$ cat config.mk
export PLATFORM = sky130hd
export DESIGN_NAME = operand_sequencer
export DESIGN_NICKNAME = d
export VERILOG_FILES = /design/src/rtl/operand_sequencer.sv
export SDC_FILE = /design/constraint.sdc
export NUM_CORES = 1
export LEC_CHECK = 0
export ABC_AREA = 1
export CORE_ASPECT_RATIO = 1.25
export CORE_UTILIZATION = 35
export DETAILED_ROUTE_END_ITERATION = 7
export DONT_BUFFER_PORTS = 1
export RECOVER_POWER = 25
export SYNTH_ARGS = -nofsm -noshare
export SYNTH_HDL_FRONTEND = slang
export SYNTH_SLANG_ARGS = --single-unit
$ cat constraint.sdc
create_clock -name clk -period 1.6 [get_ports clk]
set_input_delay 0.24 -clock clk [delete_from_list [all_inputs] [get_ports clk]]
set_output_delay 0.24 -clock clk [all_outputs]
set_load 0.02 [all_outputs]
$ cat src/rtl/operand_sequencer.sv
// Sequences operand A/B register loads, starts the engine and waits for completion,
// raising a timeout error when a register ack or the engine completion never arrives.
module operand_sequencer #(
   parameter int unsigned N           = 4,
   parameter int unsigned ACK_TIMEOUT = 4,
   parameter int unsigned RUN_TIMEOUT = 64
) (
   input  logic         clk,
   input  logic         rst,
   input  logic         enter,
   input  logic [N-1:0] sw_data,
   input  logic         a_loaded,
   input  logic         b_loaded,
   input  logic         eng_done,
   output logic [N-1:0] reg_data,
   output logic         load_a,
   output logic         load_b,
   output logic         reg_clr,
   output logic         eng_start,
   output logic         busy,
   output logic         result_valid,
   output logic         timeout_err,
   output logic [3:0]   state_dbg
);

   localparam int unsigned MAX_TO = (ACK_TIMEOUT > RUN_TIMEOUT) ? ACK_TIMEOUT : RUN_TIMEOUT;
   localparam int unsigned CW     = $clog2(MAX_TO + 1);
   localparam logic [CW-1:0] ACK_LAST = CW'(ACK_TIMEOUT - 1);
   localparam logic [CW-1:0] RUN_LAST = CW'(RUN_TIMEOUT - 1);

   typedef enum logic [3:0] {
      IDLE   = 4'd0,
      LOAD_A = 4'd1,
      WAIT_A = 4'd2,
      GET_B  = 4'd3,
      LOAD_B = 4'd4,
      WAIT_B = 4'd5,
      START  = 4'd6,
      RUN    = 4'd7,
      FINISH = 4'd8,
      SHOW   = 4'd9,
      ERR    = 4'd10
   } state_t;

   state_t        state, state_nx;
   logic [CW-1:0] cnt, cnt_nx;
   logic [N-1:0]  reg_data_nx;
   logic          load_a_nx, load_b_nx, reg_clr_nx, eng_start_nx;
   logic          busy_nx, result_valid_nx, timeout_err_nx;

   // State, counter and every output are registered together.
   always_ff @(posedge clk or negedge rst) begin
      if (!rst) begin
         state        <= IDLE;
         cnt          <= '0;
         reg_data     <= '0;
         load_a       <= 1'b0;
         load_b       <= 1'b0;
         reg_clr      <= 1'b0;
         eng_start    <= 1'b0;
         busy         <= 1'b0;
         result_valid <= 1'b0;
         timeout_err  <= 1'b0;
         state_dbg    <= 4'd0;
      end else begin
         state        <= state_nx;
         cnt          <= cnt_nx;
         reg_data     <= reg_data_nx;
         load_a       <= load_a_nx;
         load_b       <= load_b_nx;
         reg_clr      <= reg_clr_nx;
         eng_start    <= eng_start_nx;
         busy         <= busy_nx;
         result_valid <= result_valid_nx;
         timeout_err  <= timeout_err_nx;
         state_dbg    <= state_nx;
      end
   end

   // Next state, counter, and outputs decoded from the state being entered.
   always_comb begin
      state_nx    = state;
      reg_data_nx = reg_data;
      cnt_nx      = '0;

      case (state)
         IDLE, SHOW: begin
            if (enter) begin
               state_nx    = LOAD_A;
               reg_data_nx = sw_data;
            end
         end
         LOAD_A: state_nx = WAIT_A;
         WAIT_A: begin
            if (a_loaded)             state_nx = GET_B;
            else if (cnt == ACK_LAST) state_nx = ERR;
         end
         GET_B: begin
            if (enter) begin
               state_nx    = LOAD_B;
               reg_data_nx = sw_data;
            end
         end
         LOAD_B: state_nx = WAIT_B;
         WAIT_B: begin
            if (b_loaded)             state_nx = START;
            else if (cnt == ACK_LAST) state_nx = ERR;
         end
         START:  state_nx = RUN;
         RUN: begin
            // A completion in the final allowed cycle still counts as success.
            if (eng_done)             state_nx = FINISH;
            else if (cnt == RUN_LAST) state_nx = ERR;
         end
         FINISH: state_nx = SHOW;
         ERR: begin
            if (enter) state_nx = IDLE;
         end
         default: state_nx = IDLE;
      endcase

      if ((state_nx == state) && (state inside {WAIT_A, WAIT_B, RUN}))
         cnt_nx = cnt + CW'(1);

      load_a_nx       = (state_nx == LOAD_A);
      load_b_nx       = (state_nx == LOAD_B);
      eng_start_nx    = (state_nx == START);
      reg_clr_nx      = (state_nx == FINISH) || ((state_nx == ERR) && (state != ERR));
      busy_nx         = !(state_nx inside {IDLE, GET_B, SHOW, ERR});
      result_valid_nx = (state_nx == SHOW);
      timeout_err_nx  = (state_nx == ERR);
   end

endmodule

==> reports/metrics.cfg, run 1 <==
[place]
place_congestion=0.892
hpwl_um=2060
io_buffers=0
dpl_cell_area_um2=1400

[global_routing]
grt_start_max_net_pins=23
use_met2_pct=29.6
antenna_found_initial=0
gr-total-overflow=0
grtUsageMet1_pct=19.6
grt_use_total_pct=16.2
grt_pass1_vias=1104
grt.busiest_layer=met2
grt_use_met3_pct=1.69
grt_pass1_wl_um=4900

[synthesis]
synthFlopType=dfrtp_1
syn_inst=154
synth-seq-area-share_pct=43.7
ys_async_sr_fraction_pct=100
synth_top_cells_by_area=dfrtp_1, nand2_1, nor2_2
yosysTopAreaCell=dfrtp_1
synth.avg_cell_area_um2=8.18
synth_top_area_share_pct=43.7
synth_commonest_cells=nand2_1, dfrtp_1, inv_1, nor2_1
synth_edf_count=0
synth-seq-cells=22
ys_types=25
yosysWarnings=0
synth_most_common_cell=nand2_1
syn_area_um2=1260
syn-num-nets=165

[worst_setup_path]
reg2reg_slack_ns=-0.03
critPathMaxStageDelay_ns=0.36
cp_cell_sequence=ha_2 -> inv_2 -> nor2_2 -> nand3_2 -> nand2_2 -> nand2_2 -> a21oi_2 -> nand2_2 -> nand2_2 -> nand2_2 -> nand2_4 -> nor2_2
crit_fanout=7
crit_required_ns=1.75
r2r-start=cnt[0]
critPathArrivalTime_ns=1.78
reg2regPathDepth=12
crit_path_end_kind=flip-flop
timing.critical_path.buf_inv=1
cp_common_cell=nand2_2
r2r-end=cnt[3]
path_class=flip-flop to flip-flop
cp-start-kind=flip-flop
slowest_stage=dfrtp_1
crit_family=simple AND/OR/NAND/NOR gates

[route]
wire_per_inst_um=12.6
final_antenna_net_count=0
initialDrtViolationCount=17
vias_per_cell=4.90
route.detailed.drc=1
first_pass_iters=6
totalWireLength_um=2660
via_count=1033

[power]
worst_ir_drop_vdd_mv=0.978
p_per_area_nw_per_um2=1940
swShare_pct=45.2
sequentialPowerShare_pct=34.6
clkPwrFrac_pct=17.2
pwr-share-comb_pct=48.2
p_leak_uw=0.000811
p_switching_uw=1330
p_int_uw=1620

[finish]
antenna_cells=0
multi_input_area_um2=642
design_area_um2=1520
drive_gt1_share_pct=42.4
synthToLayoutAreaGrowth_pct=20.7
nFillCells=334
layout.nets=184
regArea_um2=553
final_core_util_pct=44.0

[hold_path]
worst_hold_path.endpoint=reg_data[3]
hp-start=sw_data[3]
hold_depth=1
hold_class=primary input to flip-flop

[floorplanning]
rows=24
die_y_um=69.1
start_util_pct=36.5
core_um2=3450
die_x_um=55.7
ios=25
dieArea_um2=3850

[clocking]
clock_latency_ns=0.26
root_buffer=clkbuf_8
cts_max_level=1
cts_buffers=3
tritoncts=done
clock-sinks=22
clk_pin_slew_ns=0.08
cts.path.max_buffers=2

[timing]
setup_tns_ns=-0.168
maxSlewViolCount=0
rsz0062_at_grt=true
slew-limit-headroom_pct=36.5
setup_viol=7
timing.final.hold_violations=0
tightest_slew_ns=0.950
finClkSkew_ns=0.00151
setup_ws_ns=-0.0291
post-route-min-period_ns=1.63
fin_crit_sh_pct=102
timing.fmax_mhz=614

[run_status]
violations=DRC, setup timing
run_status=finished with violations

[run]
max-cap-violations=0

==> power groups by stage <==
stage | Sequential [uW] | Combinational (uW) | Clock, uW
2_1_floorplan | 1020 | 965 | 0
3_3_place_gp | 1010 | 1280 | 0
3_5_place_dp | 1010 | 1310 | 0
4_1_cts | 1020 | 1360 | 517
5_1_grt | 1040 | 1610 | 548
6_report | 1020 | 1420 | 509
==> stage by stage <==
step | std cells | total power (uW) | setup slack, ns | hold slack (ns)
after floorplan | 154 | 1980 | 0.0144 | -0.0556
after global placement | 205 | 2300 | -0.0771 | -0.0550
after detailed placement | 205 | 2320 | -0.0894 | -0.0551
after CTS | 210 | 2890 | -0.0654 | 0.104
after global routing | 211 | 3200 | -0.186 | 0.103
final | 211 | 2950 | -0.0291 | 0.107
==> logic make-up after synthesis <==
logic type	Yosys count	synth area share, %
and+or+nand+nor	93	38.8
AOI/OAI and AO/OA	5	2.38
DFF	22	43.7
buffers and inverters	25	7.75
xor gates and xnor gates	4	2.78
adders and majority gates	1	0.993
muxes	4	3.57
==> cells in the final DEF (no fill, tap or decap) <==
cell / n
nand2_1: 23
dfrtp_1: 20
nor2_2: 17
inv_1: 16
buf_4: 14
nor2_1: 13
nand2_2: 13
nand3_1: 13
inv_2: 8
nand3_2: 5
nor2_4: 3
xor2_1: 3
mux2_2: 3
clkbuf_8: 3
nand4_1: 2
a21oi_1: 2
dfrtp_2: 2
o21ai_0: 1
and2_2: 1
a21oi_2: 1
nand3b_1: 1
nand2_4: 1
xnor2_1: 1
and3_1: 1
a31oi_1: 1
mux2_1: 1
ha_2: 1
bufinv_16: 1
dlygate4sd3_1: 1
==> how the worst max path moves through the flow <==
stage | start | end | cells after the start
after floorplan | state[0] | reg_data[0] | 9
after global placement | cnt[0] | cnt[4] | 12
after detailed placement | cnt[0] | cnt[4] | 12
after CTS | cnt[0] | cnt[3] | 12
after global routing | cnt[0] | cnt[3] | 12
final | cnt[0] | cnt[3] | 12
==> metal layers <==
| layer | routed length (um) | vias to the layer above |
|---|---|---|
| met5 | 0 | - |
| met4 | 21 | 0 |
| met3 | 60 | 3 |
| met2 | 1430 | 24 |
| met1 | 1150 | 494 |
| li1 | - | 512 |
==> registers in the layout, summed over array words and instances, names as in the netlist <==
signal	cells
eng_start	1
cnt	7
result_valid	1
timeout_err	1
busy	1
load_a	1
state	4
reg_data	4
reg_clr	1
load_b	1
==> layout make-up <==
class                           instances  area share, %
Inverter                               24           5.93
Timing Repair Buffer                   15           7.57
Tap cell                               39           3.21
Sequential cell                        22           36.4
Clock inverter                          1           1.98
Clock buffer                            3           2.72
Multi-Input combinational cell        107           42.2
==> worst register-to-register path, cell delays in order, from the launching register on <==
cell	delay, ns
dfrtp_1	0.36
ha_2	0.21
inv_2	0.04
nor2_2	0.08
nand3_2	0.11
nand2_2	0.11
nand2_2	0.07
a21oi_2	0.16
nand2_2	0.09
nand2_2	0.06
nand2_2	0.06
nand2_4	0.12
nor2_2	0.05
==> repair_timing <==
action | in CTS | in global routing
pin swaps | 6 | 5
endpoints found under the setup margin | 12 | 15
hold buffers | 1 | 0
gates resized for setup | 8 | 5
setup buffers | 0 | 1
endpoints found under the hold margin | 22 | 0
cloned | 0 | 0
(Power assumes the default switching activity.)
==> run 2: changes to the inputs <==
- GPL_ROUTABILITY_DRIVEN: unset -> 1
==> results of run 2 <==
The final DEF is identical to that of run 1; final timing and power are the same.
